==> src/rtl/clk_div_multi.sv <==
`default_nettype none
// +-----------------------------------------------------------------------------+
// | clk_div_multi: N_CH programmable dividers with shadowed, wrap-aligned config |
// | Optional macro CLK_DIV_SYNC_EN adds sync_all to phase-align all channels.   |
// | Rev 1.0                                                                      |
// +-----------------------------------------------------------------------------+
module clk_div_multi #(
  parameter int unsigned  N_CH    = 4,
  parameter int unsigned  DIV_W   = 32,
  parameter int unsigned  DEF_DIV = 5000,
  parameter bit           DEF_EN  = 1'b1,
  localparam int unsigned CHW     = (N_CH > 1) ? $clog2(N_CH) : 1
) (
  input  logic              clk,
  input  logic              reset,
`ifdef CLK_DIV_SYNC_EN
  input  logic              sync_all,
`endif
  input  logic              cfg_valid,
  output logic              cfg_ready,
  input  logic [CHW-1:0]    cfg_chan,
  input  logic [DIV_W-1:0]  cfg_div,
  input  logic              cfg_en,
  output logic [N_CH-1:0]   clk_out,
  output logic [N_CH-1:0]   tick,
  output logic [N_CH-1:0]   pending
);

  localparam logic [DIV_W-1:0] DEF_DIV_V = DIV_W'(DEF_DIV);
  localparam logic [DIV_W-1:0] ONE       = {{(DIV_W-1){1'b0}}, 1'b1};

  logic [N_CH-1:0] chan_sel;
  logic            accept;
  logic            sync_hit;

`ifdef CLK_DIV_SYNC_EN
  assign sync_hit = sync_all;
`else
  assign sync_hit = 1'b0;
`endif

  // An out-of-range channel selects nothing, so it is always ready and the write is dropped.
  assign cfg_ready = !reset && !(|(chan_sel & pending));
  assign accept    = cfg_valid && cfg_ready;

  for (genvar i = 0; i < N_CH; i++) begin : g_ch
    logic [DIV_W-1:0] cnt;
    logic [DIV_W-1:0] div_act;
    logic [DIV_W-1:0] sh_div;
    logic             en_act;
    logic             sh_en;
    logic             clk_q;
    logic             tick_q;
    logic             pend;
    logic             run;
    logic             sh_run;
    logic             wrap;
    logic             apply;

    assign chan_sel[i] = (cfg_chan == CHW'(i));

    assign run    = en_act && (div_act != '0);
    assign sh_run = sh_en && (sh_div != '0);
    assign wrap   = run && (cnt == div_act - ONE);
    // Running channels only take a new config at a period boundary; idle ones take it at once.
    assign apply  = pend && (wrap || !run);

    always_ff @(posedge clk) begin
      if (reset) begin
        cnt     <= '0;
        div_act <= DEF_DIV_V;
        en_act  <= DEF_EN;
        sh_div  <= '0;
        sh_en   <= 1'b0;
        clk_q   <= 1'b0;
        tick_q  <= 1'b0;
        pend    <= 1'b0;
      end else begin
        if (sync_hit || apply) begin
          if (pend) begin
            div_act <= sh_div;
            en_act  <= sh_en;
            pend    <= 1'b0;
          end
          cnt <= '0;
          // The wrap that completes the old period still toggles, unless the new config idles.
          if (!sync_hit && wrap && sh_run) begin
            clk_q  <= ~clk_q;
            tick_q <= 1'b1;
          end else begin
            clk_q  <= 1'b0;
            tick_q <= 1'b0;
          end
        end else if (wrap) begin
          cnt    <= '0;
          clk_q  <= ~clk_q;
          tick_q <= 1'b1;
        end else if (run) begin
          cnt    <= cnt + ONE;
          tick_q <= 1'b0;
        end else begin
          cnt    <= '0;
          clk_q  <= 1'b0;
          tick_q <= 1'b0;
        end

        // Never collides with the clear above: a pending channel is not ready.
        if (accept && chan_sel[i]) begin
          sh_div <= cfg_div;
          sh_en  <= cfg_en;
          pend   <= 1'b1;
        end
      end
    end

    assign clk_out[i] = clk_q;
    assign tick[i]    = tick_q;
    assign pending[i] = pend;
  end

endmodule
`default_nettype wire

==> config.mk <==
export PLATFORM = sky130hd
export DESIGN_NAME = clk_div_multi
export DESIGN_NICKNAME = d
export VERILOG_FILES = /design/src/rtl/clk_div_multi.sv
export SDC_FILE = /design/constraint.sdc
export NUM_CORES = 1
export LEC_CHECK = 0
export CORE_ASPECT_RATIO = 1.2
export CORE_UTILIZATION = 62
export DETAILED_ROUTE_END_ITERATION = 8
export GPL_TIMING_DRIVEN = 1
export PLACE_DENSITY = 0.8
export SYNTH_ARGS = -nofsm -noshare
export SYNTH_HDL_FRONTEND = slang
export SYNTH_SLANG_ARGS = --single-unit
==> constraint.sdc <==
create_clock -name clk -period 10.8 [get_ports clk]
set_clock_uncertainty 0.2 [all_clocks]
set_input_delay 2.7 -clock clk [delete_from_list [all_inputs] [get_ports clk]]
set_output_delay 2.7 -clock clk [all_outputs]
set_load 0.02 [all_outputs]
# Yosys cells after proc, flatten, opt, wreduce, memory -nomap -nowiden

Cells that the tools add are included.

$add $sub $neg: 8
$mul: 0
Div/mod/pow operators: 0
$lt $le $gt $ge: 0
Equal/unequal tests: 11
Shifts and indexed selects: 0
Multiplexer cells: 36
Bitwise logic cells: 9
Reductions and logical operators: 58

Operators with widths:

| operator                                                                 | number |
|---|---|
| 32-bit nonzero test                                                      | 8 |
| 32-bit by 1-bit adder with 32-bit output (second input constant)         | 4 |
| 32-bit == test                                                           | 4 |
| 32-bit by 1-bit subtractor with 32-bit output (second input constant)    | 4 |
| 1-bit two-way mux                                                        | 36 |
| 1-bit logical AND                                                        | 26 |
| 4-bit OR reduction                                                       | 5 |
| 3-bit by 1-bit inequality test with 1-bit output (second input constant) | 4 |
| 1-bit inverter                                                           | 8 |
| 2-bit AND reduction                                                      | 4 |
| 2-bit nonzero test                                                       | 4 |
| 1-bit logical NOT                                                        | 6 |
| 4-bit bitwise AND                                                        | 1 |
| 2-bit == test (second input constant)                                    | 2 |
| 1-bit logical OR                                                         | 4 |
| 2-bit by 1-bit == test with 1-bit output (second input constant)         | 1 |
| 2-bit logical NOT                                                        | 1 |

Flip-flop bits (word level): 404
Latch bits: 0
RAM bits: 0
ROM bits: 0
Input bits: 38
Output and inout bits: 13
Word-level logic and storage cells: 154
Memories: 0

# Longest topological paths before layout

Word-level depth: 8
Mapped depth: 14
Gate-level depth less buffers: 11

# Worst setup path after synthesis

Ideal clock, no wire load.

Path type: input-to-output
Start point: in cfg_chan[0]
End point: out cfg_ready
Arrival time: 3.661 ns
Data required time: 7.900 ns
Slack: 4.239 ns
Stages: 4
Path buffers: 1
Cells stage by stage: clkbuf_1 > mux2i_1 > o21bai_1 > a21oi_1

Word-level cells in the longest chain between the ends: 5
Elaborated cells on any way between the ends: 8
Classes of those cells: eq/ne (3); bitwise (1); reduce/logical (4)

Ends and longest elaborated chain:

| item                                                                   | RTL line | source |
|---|---|---|
| start, declared                                                        | 21       | `input logic [CHW-1:0] cfg_chan,` |
| 2-bit by 1-bit == test with 1-bit output, or another cell as far along | 60       | `assign chan_sel[i] = (cfg_chan == CHW'(i));` |
| 4-bit bitwise AND *                                                    | 43       | `assign cfg_ready = !reset && !(\|(chan_sel & pending));` |
| 4-bit OR reduction *                                                   | 43       |  |
| 1-bit logical NOT *                                                    | 43       |  |
| 1-bit logical AND *                                                    | 43       |  |
| end, declared                                                          | 20       | `output logic cfg_ready,` |

Mark *: on every way between the ends. The rest lies on a longest branch, timed or not.

# Worst setup path in the final report

Ends and elaborated chain as after synthesis.

==> summary.md <==
| Metric | Value |
|---|---|
| Largest delay share family, worst path | buffers and inverters |
| Final number of hold-violating endpoints | 0 |
| Drc violations | 0 |
| Initial antenna violation count | 0 |
| Highest Clock Rate | ~130 MHz |
| Crit-path cells | clkdlybuf4s50_1, mux2i_1, inv_1, a21oi_1, clkdlybuf4s50_1 |
| GRT Residual Overflow | 0 |
| FP Rows | 72 |
| Timing startpoint of the critical path | cfg_chan[0] |
| Adder-cell share of the synthesized area | 0.00490 |
| Bufs and invs on worst path | 3 |
| Number of placed I/O pins | 51 |
| Count of nets left with antenna violations after detail routing | 0 |
| Filler Cells Inserted | 2631 |
| Multi-input gate area in the final layout | 11600 um^2 |
| Launch instance of the worst min-delay path | g_ch[0].clk_q$_SDFFE_PP0P_ |
| Post-synthesis instance total | between 2000 and 3000 |
| Startpoint of the worst register-to-register path | g_ch[0].div_act[0]$_SDFFE_PP0P_ |
| Cell with the largest stage delay on the worst path | sky130_fd_sc_hd__clkdlybuf4s50_1 |
| Critical path's largest stage delay | 0.66 ns |
| Area of the die | 33700 um^2 |
| Path type of the worst setup path | input port to primary output |
| First-pass GRT wire length | roughly 86000 um |
| Final Slew Violations | 0 |
| Slew Limit Headroom | 0.163 |
| Synthesized net count | 2570 |
| Hold_buf cts | 0 |
| Overall track demand over capacity in global routing | 0.310 |
| Endpoint class of the critical path | primary output |
| Number of flops mapped to enable cells by yosys | 0 |
| Maximum ir drop on the vdd rail | 0.000120 V |
| Root cell of the clock tree | sky130_fd_sc_hd__clkbuf_16 |
| Count of different cell masters after synthesis | 73 |
| Portion of netlist area occupied by mux cells | 0.0634 |
| Post-Synth XOR/XNOR Area | 0.119 |
| Fraction of the mapped netlist area in compound gates | 0.0952 |
| Flop and latch count out of synthesis | 404 |
| Slew @ Worst Pin | 1.26 ns |
| Commonest non-fill, non-tap cells in the layout | sky130_fd_sc_hd__dfxtp_1, sky130_fd_sc_hd__nand2_1, sky130_fd_sc_hd__nor2_1 |
| Number of clock sinks seen by CTS | 404 |
| Number of optimization iterations in the first detailed-route pass | 7 |
| Clock Path Buffers | 3 |
| Post-CTS setup buffer count | 0 |
| Die height | 201 um |
| Half-perimeter wire length after placement | 36500 um |
| Total number of H-tree levels | 2 |
| Minimum period implied by the final worst setup slack | about 7.5 ns |
| Clock-pin slew on the worst setup and hold paths | 0.06 ns |
| Starting density of the core | 0.631 |
| Fraction of layout instances using a drive strength above 1 | 0.0459 |
| Yosys warnings | 0 |
| Core Footprint | approximately 32000 um^2 |
| Average wire length per cell after detail routing | 17.8 um |
| Worst path most repeated cell | sky130_fd_sc_hd__clkdlybuf4s50_1 |
| Status | finished clean |
| Share of flip-flops with an asynchronous set or reset after synthesis | 0 |
| Post-route setup TNS | 0 ns |
| Final WL | around 52000 um |
| Syn_area_per_cell | 8.09 um^2 |
| Most instantiated flip-flop cell in the synthesis netlist | sky130_fd_sc_hd__dfxtp_1 |
| FF+latch area | roughly 8100 um^2 |
| Pin count of the biggest net entering global routing | 104 |
| Pwr/cell area | 141 nW/um^2 |
| Number of antenna diodes | 0 |
| Mapped cell area | ~20000 um^2 |
| Largest fanout of any net on the critical path | 7 |
| Static leakage | between 8 and 9 nW |
| Net count of the finished layout | between 2000 and 3000 |
| Max-capacitance violation count | 0 |
| Placed Cells incl. Taps | 2846 |
| Die boundary width | 168 um |
| Routed via count divided by cell count | 6.01 |
| Type of element launching the critical path | input port |
| Required @ worst endpoint | slightly below 8 ns |
| Final setup fails | 0 |
| Insertion delay of the later-clocked pin in the worst-skew pair | ~0.55 ns |
| Commonest non-fill, non-tap cell in the layout | sky130_fd_sc_hd__dfxtp_1 |
| Total of buffers placed on input and output ports | 50 |
| Gp weighted congestion | around 0.94 |
| Post-cts resize count | 0 |
| Vias post-DR | 17513 |
| Path class of the lowest-slack min-delay path | register to register |
| Register area share after synthesis | 0.396 |
| Count of placed standard cells in the final layout, fillers left out | 2915 |
| Total clock buffers created by CTS | 41 |
| Vias in the first global route | between 15000 and 20000 |
| Synthesis-to-layout area growth | 9.41% |
| Period utilization | 0.690 |
| RSZ-0062 raised after global routing | false |
| Main combinational cell family by area after synthesis | simple AND/OR/NAND/NOR gates |
| Crit path arrival time | 4.55 ns |
| Count of routing violations after the opening detailed-route iteration | 1505 |
| CTS tree | yes |
| Fraction of the mapped netlist area in simple logic gates | 0.280 |
logic make-up after synthesis:
group	after synthesis
simple gates	1198
compound gates	319
flops	404
fa+ha+maj	8
buf+inv	188
xor+xnor	278
mux	129
metal layers:
layer / GRT usage / wire, um
met5: 0 / 0
met4: 0.126 / 1860
met3: 0.0384 / 2940
met2: 0.532 / 25300
met1: 0.393 / 21900
worst reg2reg max path, cell delays in order, from the launching register on:
cell,delay (ns)
sky130_fd_sc_hd__dfxtp_1,0.37
sky130_fd_sc_hd__inv_1,0.08
sky130_fd_sc_hd__ha_1,0.20
sky130_fd_sc_hd__or3b_2,0.49
sky130_fd_sc_hd__nor4_1,0.76
sky130_fd_sc_hd__nand4_1,0.41
sky130_fd_sc_hd__or3b_2,0.61
sky130_fd_sc_hd__xnor2_1,0.17
sky130_fd_sc_hd__a2111oi_0,0.64
sky130_fd_sc_hd__o2111ai_1,0.48
sky130_fd_sc_hd__nand2_1,0.99
sky130_fd_sc_hd__o21ai_0,0.17
per-stage QoR:
step | hold WS [ns] | utilization | power (mW) | cell area (um^2) | setup WS (ns)
after floorplan | 0.237 | - | 1.62 | 20400 | 4.24
after global placement | 0.246 | 0.646 | 1.67 | 20900 | 3.38
after detailed placement | 0.257 | 0.646 | 1.67 | 20900 | 3.35
after CTS | 0.265 | 0.691 | 3.18 | 22300 | 3.35
after global routing | 0.270 | 0.691 | 3.24 | 22300 | 3.23
final | 0.259 | 0.691 | 3.16 | 22300 | 3.35
registers in the layout, summed over array words and instances, names as in the netlist:
| register | cells |
|---|---|
| g_ch.sh_en | 4 |
| g_ch.pend | 4 |
| g_ch.clk_q | 4 |
| g_ch.cnt | 128 |
| g_ch.div_act | 128 |
| g_ch.en_act | 4 |
| g_ch.tick_q | 4 |
| g_ch.sh_div | 128 |
layout make-up:
class | instances | area share
Clock buffer | 57 | 0.0554
Sequential cell | 404 | 0.362
Inverter | 40 | 0.00672
Tap cell | 407 | 0.0228
Multi-Input combinational cell | 1932 | 0.517
Timing Repair Buffer | 63 | 0.0269
Clock inverter | 12 | 0.00896
final timing paths:
path,to,slack (ns),cells past startpoint
worst max-delay path,cfg_ready,3.35,5
worst min-delay path,g_ch[0].clk_q$_SDFFE_PP0P_,0.26,1
worst max register to register,g_ch[0].pend$_SDFFE_PP0P_,5.06,11
worst min register to register,g_ch[0].clk_q$_SDFFE_PP0P_,0.26,1
cell usage after synthesis, types with 6 or more instances:
cell type / n / area share
sky130_fd_sc_hd__dfxtp_1: 404 / 0.40
sky130_fd_sc_hd__nand2_1: 350 / 0.064
sky130_fd_sc_hd__nor2_1: 342 / 0.063
sky130_fd_sc_hd__a21oi_1: 174 / 0.043
sky130_fd_sc_hd__xor2_1: 145 / 0.062
sky130_fd_sc_hd__xnor2_1: 133 / 0.057
sky130_fd_sc_hd__mux2i_1: 127 / 0.062
sky130_fd_sc_hd__clkbuf_1: 109 / 0.020
sky130_fd_sc_hd__nor4_1: 82 / 0.025
sky130_fd_sc_hd__nand3_1: 77 / 0.019
sky130_fd_sc_hd__nor3_1: 77 / 0.019
sky130_fd_sc_hd__nand2b_1: 58 / 0.018
sky130_fd_sc_hd__nand4_1: 57 / 0.017
sky130_fd_sc_hd__inv_1: 40 / 0.0074
sky130_fd_sc_hd__and3_1: 34 / 0.010
sky130_fd_sc_hd__o21ai_0: 31 / 0.0076
sky130_fd_sc_hd__or4_1: 22 / 0.0081
sky130_fd_sc_hd__and2_1: 16 / 0.0049
sky130_fd_sc_hd__buf_2: 16 / 0.0039
sky130_fd_sc_hd__buf_4: 15 / 0.0055
sky130_fd_sc_hd__or3_1: 14 / 0.0043
sky130_fd_sc_hd__a211oi_1: 12 / 0.0044
sky130_fd_sc_hd__a31oi_1: 10 / 0.0031
sky130_fd_sc_hd__nor2b_1: 10 / 0.0031
sky130_fd_sc_hd__or2_2: 10 / 0.0031
sky130_fd_sc_hd__o22ai_1: 9 / 0.0028
sky130_fd_sc_hd__and4_1: 8 / 0.0034
sky130_fd_sc_hd__ha_1: 8 / 0.0049
sky130_fd_sc_hd__o211ai_1: 8 / 0.0029
sky130_fd_sc_hd__o31ai_1: 8 / 0.0029
sky130_fd_sc_hd__a2111oi_0: 7 / 0.0030
sky130_fd_sc_hd__nor3b_1: 7 / 0.0026
sky130_fd_sc_hd__nor4b_1: 7 / 0.0030
sky130_fd_sc_hd__o41ai_1: 7 / 0.0030
sky130_fd_sc_hd__a211o_1: 6 / 0.0026
sky130_fd_sc_hd__nand3b_1: 6 / 0.0022
sky130_fd_sc_hd__or3b_2: 6 / 0.0026
report_power, final:
group | total, mW | switching (mW) | internal, mW
clock network | 1.51 | 0.596 | 0.918
logic | 0.119 | 0.0779 | 0.0416
registers | 1.52 | 0.0182 | 1.51
Power figures use the tool's default switching activity.
